==> src/rtl/ssc_pkg.sv <==
// rtl/ssc_pkg.sv - shared types and constants for the sort selection controller
package ssc_pkg;

    localparam int ADDR_W_DEF = 8;
    localparam int DATA_W_DEF = 8;

    typedef enum logic [2:0] {
        IDLE,
        OUTER,
        MIN_LD,
        RD,
        CMP,
        SWAP1,
        SWAP2,
        DONE
    } ssc_state_e;

    function automatic int last_idx(input int n);
        return n - 1;
    endfunction

endpackage

==> src/rtl/ssc_min_unit.sv <==
// rtl/ssc_min_unit.sv - running minimum tracker with strict unsigned compare
module ssc_min_unit #(
    parameter int DATA_W = 8,
    parameter int ADDR_W = 8
) (
    input  logic              clk,
    input  logic              rst,
    input  logic              load,
    input  logic              cmp_en,
    input  logic [DATA_W-1:0] rdata,
    input  logic [ADDR_W-1:0] load_idx,
    input  logic [ADDR_W-1:0] cmp_idx,
    output logic [DATA_W-1:0] min_val,
    output logic [ADDR_W-1:0] min_idx,
    output logic [DATA_W-1:0] orig_val
);

    // Strict less-than so that ties keep the earlier index.
    logic is_less;
    assign is_less = rdata < min_val;

    always_ff @(posedge clk or posedge rst) begin
        if (rst) begin
            min_val  <= '0;
            min_idx  <= '0;
            orig_val <= '0;
        end else if (load) begin
            min_val  <= rdata;
            min_idx  <= load_idx;
            orig_val <= rdata;
        end else if (cmp_en && is_less) begin
            min_val  <= rdata;
            min_idx  <= cmp_idx;
        end
    end

endmodule

==> src/rtl/ssc_controller.sv <==
// rtl/ssc_controller.sv - selection sort sequencing FSM over external counters and RAM
module ssc_controller
    import ssc_pkg::*;
#(
    parameter int N      = 256,
    parameter int DATA_W = DATA_W_DEF,
    parameter int ADDR_W = ADDR_W_DEF
) (
    input  logic              clk,
    input  logic              rst,
    input  logic              start,
    output logic              busy,
    output logic              done,
    output logic              clr_cnt1,
    output logic              en_cnt1,
    output logic              en_cnt2,
    output logic              pl_cnt2,
    input  logic [ADDR_W-1:0] cnt1_out,
    input  logic [ADDR_W-1:0] cnt2_out,
    output logic [ADDR_W-1:0] mem_addr,
    output logic              mem_wr_en,
    output logic [DATA_W-1:0] mem_wdata,
    input  logic [DATA_W-1:0] mem_rdata
);

    localparam logic [ADDR_W-1:0] LAST = ADDR_W'(last_idx(N));

    ssc_state_e state, state_next;

    logic              load;
    logic              cmp_en;
    logic [DATA_W-1:0] min_val;
    logic [ADDR_W-1:0] min_idx;
    logic [DATA_W-1:0] orig_val;

    ssc_min_unit #(
        .DATA_W (DATA_W),
        .ADDR_W (ADDR_W)
    ) u_min (
        .clk      (clk),
        .rst      (rst),
        .load     (load),
        .cmp_en   (cmp_en),
        .rdata    (mem_rdata),
        .load_idx (cnt1_out),
        .cmp_idx  (cnt2_out),
        .min_val  (min_val),
        .min_idx  (min_idx),
        .orig_val (orig_val)
    );

    always_ff @(posedge clk or posedge rst) begin
        if (rst) begin
            state <= IDLE;
        end else begin
            state <= state_next;
        end
    end

    always_comb begin
        state_next = state;
        busy       = (state != IDLE);
        done       = 1'b0;
        clr_cnt1   = 1'b0;
        en_cnt1    = 1'b0;
        en_cnt2    = 1'b0;
        pl_cnt2    = 1'b0;
        mem_addr   = '0;
        mem_wr_en  = 1'b0;
        mem_wdata  = '0;
        load       = 1'b0;
        cmp_en     = 1'b0;
        case (state)
            IDLE: begin
                if (start) begin
                    clr_cnt1   = 1'b1;
                    state_next = OUTER;
                end
            end
            OUTER: begin
                if (cnt1_out == LAST) begin
                    state_next = DONE;
                end else begin
                    mem_addr   = cnt1_out;
                    pl_cnt2    = 1'b1;
                    state_next = MIN_LD;
                end
            end
            MIN_LD: begin
                load       = 1'b1;
                mem_addr   = cnt2_out;
                state_next = CMP;
            end
            CMP: begin
                cmp_en = 1'b1;
                if (cnt2_out == LAST) begin
                    state_next = SWAP1;
                end else begin
                    en_cnt2    = 1'b1;
                    state_next = RD;
                end
            end
            RD: begin
                mem_addr   = cnt2_out;
                state_next = CMP;
            end
            SWAP1: begin
                // Minimum already in place: skip both writes.
                if (min_idx == cnt1_out) begin
                    en_cnt1    = 1'b1;
                    state_next = OUTER;
                end else begin
                    mem_addr   = min_idx;
                    mem_wr_en  = 1'b1;
                    mem_wdata  = orig_val;
                    state_next = SWAP2;
                end
            end
            SWAP2: begin
                mem_addr   = cnt1_out;
                mem_wr_en  = 1'b1;
                mem_wdata  = min_val;
                en_cnt1    = 1'b1;
                state_next = OUTER;
            end
            DONE: begin
                done       = 1'b1;
                state_next = IDLE;
            end
            default: state_next = IDLE;
        endcase
    end

endmodule

==> config.mk <==
export PLATFORM = sky130hd
export DESIGN_NAME = ssc_controller
export DESIGN_NICKNAME = d
export VERILOG_FILES = /design/src/rtl/ssc_pkg.sv /design/src/rtl/ssc_min_unit.sv /design/src/rtl/ssc_controller.sv
export SDC_FILE = /design/constraint.sdc
export NUM_CORES = 1
export LEC_CHECK = 0
export CAP_MARGIN = 20
export CORE_UTILIZATION = 30
export CTS_CLUSTER_DIAMETER = 80
export DETAILED_ROUTE_END_ITERATION = 12
export DONT_BUFFER_PORTS = 1
export SLEW_MARGIN = 20
export SYNTH_ARGS = -nofsm -noshare
export SYNTH_HDL_FRONTEND = slang
export SYNTH_SLANG_ARGS = --single-unit
export TNS_END_PERCENT = 100
==> constraint.sdc <==
create_clock -name clk -period 3.77 [get_ports clk]
set_clock_uncertainty 0.05 [all_clocks]
set_input_delay 0.754 -clock clk [delete_from_list [all_inputs] [get_ports clk]]
set_output_delay 0.754 -clock clk [all_outputs]
set_load 0.03 [all_outputs]
; After elaboration in Yosys (flattened, before gate mapping)
; Cells that the tools add are included.
[word_totals]
ff_bits = 27
latchBits = 0
mem_bits_rw = 0
rom_bits = 0
input_bits = 27
output_inout_bits = 23
wordCells = 48
n_memories = 0
[op_classes]
add_sub_neg = 0
multipliers = 0
div_mod_pow = 0
magnitude_cmp = 1
eq_ne = 11
shift = 0
mux = 27
bitwise = 0
n_reduce_logical = 5
[ops]
columns = op, count
row1 = two-way mux 8 bit, 7
row2 = one-hot mux 8 bit (4 select lines), 1
row3 = one-hot mux 3 bit (7 select lines), 1
row4 = "equality test 8 bit, second input constant", 2
row5 = one-hot mux 8 bit (2 select lines), 1
row6 = "equality test 3 bit, second input constant", 4
row7 = two-way mux 3 bit, 4
row8 = two-way mux 1 bit, 11
row9 = equality test 8 bit, 1
row10 = < comparator 8 bit, 1
row11 = "equality test 3 x 2 -> 1 bit, second input constant", 2
row12 = one-hot mux 1 bit (2 select lines), 2
row13 = "equality test 3 x 1 -> 1 bit, second input constant", 1
row14 = logical NOT 3 bit, 1
row15 = nonzero test 3 bit, 1
row16 = "!= test 2 bit, second input constant", 1
row17 = nonzero test 2 bit, 1
row18 = OR reduction 2 bit, 1
row19 = logical AND 1 bit, 1

; Logic depth before layout (Yosys ltp)
; Gate-level depths: netlist (run 1).
[depth]
depth_word = 5
ltp_mapped = 8
ltp_nobuf = 7

; By module
; From an unflattened synthesis (run 1), not the netlist that was laid out.
[unflattened]
hier_cells = 162
area_unflattened_um2 = 1826.8
[by_module_without_submodules]
columns = mod, n_inst, cells_each, area_each_um2, seq_area_each_um2
row1 = ssc_min_unit, 1, 87, 1239.9, 600.6
row2 = ssc_controller, 1, 75, 586.8, 75.1

; Least setup slack after synthesis (run 1)
; No wires, ideal clock.
[synth_path]
path_type = input -> output
from = in cnt1_out[5]
to = out mem_wdata[3]
arrival_ns = 1.888
t_required_ns = 2.966
slack_ns = 1.078
stages = 6
path_buffers = 1
cell_sequence = xnor2_1 nand4_1 nor2_1 nor3b_4 buf_4 a22o_1
[synth_between]
elab_chain_len = 3
[synth_lines]
columns = item, line
row1 = "start, declared", ssc_controller.sv:18  ; input logic [ADDR_W-1:0] cnt1_out,
row2 = equality test 8 bit, ssc_controller.sv:109  ; if (min_idx == cnt1_out) begin
row3 = two-way mux 8 bit, ssc_controller.sv:109
row4 = one-hot mux 8 bit (2 select lines), ssc_controller.sv:73  ; case (state)
row5 = "end, declared", ssc_controller.sv:22  ; output logic [DATA_W-1:0] mem_wdata,
; No other way between the ends.

; Worst setup path in the final report (run 1)
[layout_path]
from = reg state[2]
to = out mem_wdata[3]
[layout_between]
elab_chain_len = 2
word_cells_on_any_way = 3
classes_between = 2 x eq/ne / 1 x mux
[layout_lines]
columns = item, line
row1 = "start, declared", ssc_controller.sv:28  ; ssc_state_e state, state_next;
row2 = "start signal, assigned", ssc_controller.sv:56  ; state <= state_next;
row3 = equality test 3 bit, ssc_controller.sv:73
row4 = one-hot mux 8 bit (2 select lines) (*), ssc_controller.sv:73
; Mark *: on every way between the ends. The rest lies on a longest branch, timed or not.

==> results of run 1 <==
[layout make-up]
| type | instances | share of cell area, % |
|---|---|---|
| repair buffers | 5 | 2.29 |
| clock inverters | 1 | 0.254 |
| flip-flops and latches | 27 | 34.3 |
| multi-input cells | 127 | 54.4 |
| clock buffers | 3 | 2.10 |
| well taps | 75 | 4.76 |
| inverters | 10 | 1.91 |
[path summary, 6_finish.rpt]
path                                   start                 to  slack (ns)  depth (start not counted)
max                                 state[2]       mem_wdata[3]        0.86                          3
min                                      rst  u_min.orig_val[3]        0.38                          1
max reg2reg                 u_min.min_val[1]   u_min.min_val[1]        1.62                          7
min reg2reg                u_min.orig_val[5]  u_min.orig_val[5]        0.46                          1
max in group asynchronous                rst  u_min.orig_val[1]        2.77                          2
min in group clk           u_min.orig_val[5]  u_min.orig_val[5]        0.46                          1
[sequential cells by signal (all words and copies together) (netlist names)]
name and count:
u_min.orig_val 8, u_min.min_idx 8, u_min.min_val 8, state 3
[layout by cell type (no fill, tap or decap), types with 3 or more instances in the layout]
| master | netlist | routed |
|---|---|---|
| a21o_1 | 8 | 8 |
| mux2_4 | 12 | 12 |
| ha_1 | 7 | 7 |
| nand4_1 | 6 | 6 |
| mux2_2 | 5 | 5 |
| dfrtp_1 | 27 | 27 |
| buf_4 | 1 | 4 |
| a21oi_1 | 12 | 12 |
| a22o_1 | 16 | 16 |
| nand2_1 | 7 | 7 |
| or3_1 | 3 | 3 |
| xnor2_1 | 8 | 8 |
| inv_1 | 9 | 9 |
| nor2_1 | 17 | 17 |
| mux2i_1 | 8 | 8 |
| clkbuf_8 | 0 | 3 |
[routing by layer]
layer / GRT usage [%] / wire (um) / vias to the layer above
li1: - / - / 630
met1: 20.6 / 2170 / 651
met2: 19.3 / 1870 / 37
met3: 4.20 / 354 / 2
met4: 3.21 / 16 / 0
met5: 0 / 0 / -
[cells by family after synthesis]
| kind of cell | Yosys count |
|---|---|
| buffers and inverters | 18 |
| muxes | 25 |
| xor gates and xnor gates | 8 |
| DFF | 27 |
| and+or+nand+nor | 42 |
| adders and majority gates | 7 |
| AOI/OAI and AO/OA | 45 |
[power groups by stage]
stage / combinational [mW] / sequential, mW / clock [mW]
floorplan: 0.988 / 0.528 / 0
global placement: 1.07 / 0.592 / 0
detailed placement: 1.09 / 0.592 / 0
CTS: 1.10 / 0.586 / 0.178
global route: 1.18 / 0.609 / 0.188
finish: 1.08 / 0.588 / 0.171
==> impl_metrics.ini, run 1 <==
[status]
status = completed

[place]
routabilityCongestion = 0.752
pre_cts_ws_ns = 0.867
place_inst = 244
port-buffer-count = 0
dp_hpwl_mm = 3.30
place_area_sq_mm = 0.00192

[pwr]
total_power_mw = 1.84
pwr_density_cell_mw_per_mm2 = 936
seq_power_share_pct = 31.9
p_sw_share_pct = 46.7
irDropWorstVdd_uv = 283
p_comb_share_pct = 58.8
intPower_mw = 0.982
p_leak_nw = 0.937
switchingPower_mw = 0.861
clockPowerShare_pct = 9.3

[worst_setup_path]
worst-setup-path-type = reg -> out
startpoint_type = flop
end_kind = output port
crit_required_ns = 2.97
crit_chain = nand2_1 > nor2_1 > a22o_1
path_buf_inv = 0
cp.arrival_ns = 2.10
cp_max_fo = 17
max_stage_delay_ns = 0.65
cp_slowest_cell = dfrtp_1
path_delay_family = simple AND/OR/NAND/NOR gates

[logic_synthesis]
synth_seq_cells = 27
yosysMostFrequentCell = dfrtp_1
ys_top_cells_by_count = dfrtp_1 (27), nor2_1 (17), a22o_1 (16)
synthesis.area_sq_mm = 0.00183
synthCells = 172
synth.area.mux_share_pct = 17.3
synth-compound-area-share_pct = 19.6
async_flop_share_pct = 100
synth_fa_ha_area_share_pct = 4.78
synthXorXnorAreaFrac_pct = 3.83
synthSimpleGateAreaFrac_pct = 12.4
synthFlopType = dfrtp_1
synthesis.nets = 206
yosysTopAreaCellShare_pct = 36.9
synth_edf_count = 0
seq_area_frac_synth_pct = 36.9
synth_area_per_cell_sq_um = 10.6
yosysWarnings = 0
synth.largest_area_cell = dfrtp_1
yosysUniqueCellTypes = 35
synth_top_family_by_area = compound AO/OA/AOI/OAI gates
ys_top_cells_by_area = dfrtp_1 (37%), mux2_4 (9.8%), a22o_1 (7.7%), ha_1 (4.8%), mux2i_1 (4.4%)

[route]
drc = 0
postRouteAntennaNets = 0
viasPerCell = 5.32
postRouteWirelength_mm = 4.41
vias = 1320
drt_first_pass_iters = 4
routedWlPerCell_um = 17.8
drt-initial-drc-count = 56

[sta]
setup_viol_count_final = 0
finalSetupTns_ns = 0
rsz0062_at_grt = no
relSlewSlack_pct = 52.0
post-route-period-util_pct = 77.1
period_minus_slack_ns = 2.91
drv_slew = 0
worstMarginPinSlew_ns = 0.717
max_freq_mhz = 344
finalWorstSetupSlack_ns = 0.864
hold_violations = 0
whs_ns = 0.381

[grt]
grt_pass1_wl_mm = 6.82
grt.total_usage_pct = 13.9
antenna_found_initial = 0
grt_pass1_vias = 1262
grt_max_degree = 18
gr-total-overflow = 0

[cts]
cts.htree.levels = 1
path_clk_slew_ns = 0.10
clkLatencyLatePin_ns = 0.27
postCtsSetupBuffers = 0
cts_made_buffers = 3
ctsHoldBuffers = 0
numClockSinks = 27
cts_root_buf = clkbuf_8
cts_buffer_depth = 2
ctsResizeCount = 0
cts_tree = built

[cells_and_area]
nNetsFinal = 208
area_delta_synth_final_pct = 7.59
final_util_pct = 33.5
multiInputGateArea_sq_mm = 0.00107
stdcell_area_sq_mm = 0.00197
fin_cells = 248
n_antenna_cell = 0
layout-drive-gt1-share_pct = 20.2
nFillCells = 632
seqCellArea_sq_um = 676

[floorplan]
core_sq_mm = 0.00589
die-area_sq_mm = 0.00642
die_h_um = 80.1
ios = 50
initial_utilization_pct = 31.1
placementRows = 28
die_w_um = 80.1

[min_path]
hp-class = in -> async

[flow_run]
cap_violations = 0
(Power assumes the default switching activity.)
==> inputs of run 2 (changes only) <==
clock period = 2.99 ns   (was 3.77 ns; I/O delays follow)
==> run 2 against run 1 <==
Critical path depth rose by 3. Critical endpoint is now mem_wdata[2]. Register-to-register slack got worse by 1.1 ns. Combinational power rose by 26%. Flip-flop and latch count did not move.
==> impl_metrics.ini, run 2 (synthesized netlist as in run 1, its figures left out) <==
[route]
vias = 1324
postRouteAntennaNets = 0
viasPerCell = 5.34
wl_met2_mm = 1.78
drc = 0
drt_first_pass_iters = 4
dr_wl_met3_um = 323
postRouteWirelength_mm = 4.14
routedWlPerCell_um = 16.7
wl_met1_mm = 2.01
dr.max_layer_used = met4
drt-initial-drc-count = 74

[cells_and_area]
n_antenna_cell = 0
layout-drive-gt1-share_pct = 20.2
seqCellArea_sq_um = 676
final_cell_mix = dfrtp_1 (27), nor2_1 (17), a22o_1 (16)
largest_registers = u_min.min_idx x8, u_min.min_val x8, u_min.orig_val x8
multiInputGateArea_sq_mm = 0.00107
nFillCells = 623
nNetsFinal = 208
area_delta_synth_final_pct = 8.00
final_util_pct = 33.6
layout_commonest_cell = dfrtp_1

[pwr]
p_comb_share_pct = 58.7
intPower_mw = 1.25
total_power_mw = 2.31
irDropWorstVdd_uv = 411
p_sw_share_pct = 46.2
clockPowerShare_pct = 9.4
pwr_density_cell_mw_per_mm2 = 1170
switchingPower_mw = 1.07
p_leak_nw = 0.935
seq_power_share_pct = 32.0

[cts]
numClockSinks = 27
ctsHoldBuffers = 0
clkLatencyLatePin_ns = 0.27
cts_made_buffers = 3
postCtsSetupBuffers = 0
cts.htree.levels = 1
cts_buffer_depth = 2
path_clk_slew_ns = 0.10
cts_root_buf = clkbuf_8
cts_tree = built
ctsResizeCount = 0

[worst_setup_path]
max_stage_delay_ns = 0.52
rr_endpoint = u_min.min_val[2]
worst-setup-path-type = reg -> out
end_kind = output port
startpoint_type = flop
cp_slowest_cell = nor3b_4
crit_chain = xnor2_1 > nand4_1 > nor2_1 > nor3b_4 > buf_12 > a22o_1
ff2ff_setup_slack_ns = 0.55
crit_required_ns = 2.34
cp_max_fo = 10
rr_startpoint = u_min.min_val[7]
rr_worst_depth = 6
cp.arrival_ns = 2.17

[sta]
setup_viol_count_final = 0
rsz0062_at_grt = no
period_minus_slack_ns = 2.82
max_freq_mhz = 355
hold_violations = 0
relSlewSlack_pct = 31.9
post-route-period-util_pct = 94.3
worstMarginPinSlew_ns = 1.02
drv_slew = 0
finalSetupTns_ns = 0

[floorplan]
initial_utilization_pct = 31.1
die-area_sq_mm = 0.00642
ios = 50
die_h_um = 80.1
die_w_um = 80.1
placementRows = 28
core_sq_mm = 0.00589

[grt]
gr-total-overflow = 0
grt_max_degree = 28
grt.total_usage_pct = 13.4
grt_pass1_wl_mm = 6.52
antenna_found_initial = 0
grt_pass1_vias = 1256

[status]
status = completed

[flow_run]
cap_violations = 0

[place]
routabilityCongestion = 0.741
port-buffer-count = 0
dp_hpwl_mm = 3.09

[min_path]
hp-class = in -> async
[run 2: critical path: cells and delay by family, from the launching register on]
kind	cells	cell delay (ns)
xor+xnor	1	0.14
simple gates	3	0.79
buf+inv	1	0.20
compound gates	1	0.33
flops	1	0.42
[run 2: how the worst max path moves through the flow]
stage	from	to	slack, ns	cells past startpoint
2_1_floorplan	cnt1_out[5]	mem_wdata[3]	0.61	6
3_3_place_gp	cnt1_out[5]	mem_wdata[2]	0.32	6
3_5_place_dp	cnt1_out[5]	mem_wdata[0]	0.30	6
4_1_cts	u_min.min_idx[5]	mem_wdata[2]	0.16	6
5_1_grt	state[0]	mem_addr[7]	0.05	4
6_report	u_min.min_idx[5]	mem_wdata[2]	0.17	6
[run 2: layout make-up]
cell class | instances | share of cell area [%]
clock buffer | 3 | 2.09
clock inverter | 1 | 0.380
inverter | 10 | 1.90
multi-input combinational | 127 | 54.2
sequential | 27 | 34.2
tap | 75 | 4.75
timing repair buffer | 5 | 2.53
[run 2: per-layer routing]
| metal | vias up | track usage [%] |
|---|---|---|
| li1 | 633 | - |
| met1 | 655 | 19.7 |
| met2 | 34 | 18.4 |
| met3 | 2 | 4.77 |
| met4 | 0 | 3.21 |
| met5 | - | 0 |
[run 2: power groups by stage]
stage / clock (mW) / combinational, mW / sequential (mW)
2_1_floorplan: 0 / 1.25 / 0.665
3_5_place_dp: 0 / 1.37 / 0.745
3_3_place_gp: 0 / 1.36 / 0.740
5_1_grt: 0.238 / 1.48 / 0.765
6_report: 0.217 / 1.36 / 0.740
4_1_cts: 0.225 / 1.38 / 0.739
[run 2: stage by stage]
stage	setup slack, ns	instances	area (sq um)	hold WS, ns
2_1_floorplan	0.610	172	1830	0.430
3_3_place_gp	0.316	244	1930	0.439
3_5_place_dp	0.296	244	1930	0.446
4_1_cts	0.159	248	1980	0.224
5_1_grt	0.0544	248	1980	0.242
6_report	0.169	248	1980	0.209
==> inputs of run 3 (changes only) <==
HOLD_SLACK_MARGIN = 0.06   (was unset)
==> results of run 3 <==
Same layout as run 2: the final DEF is identical, and so are final timing and power.
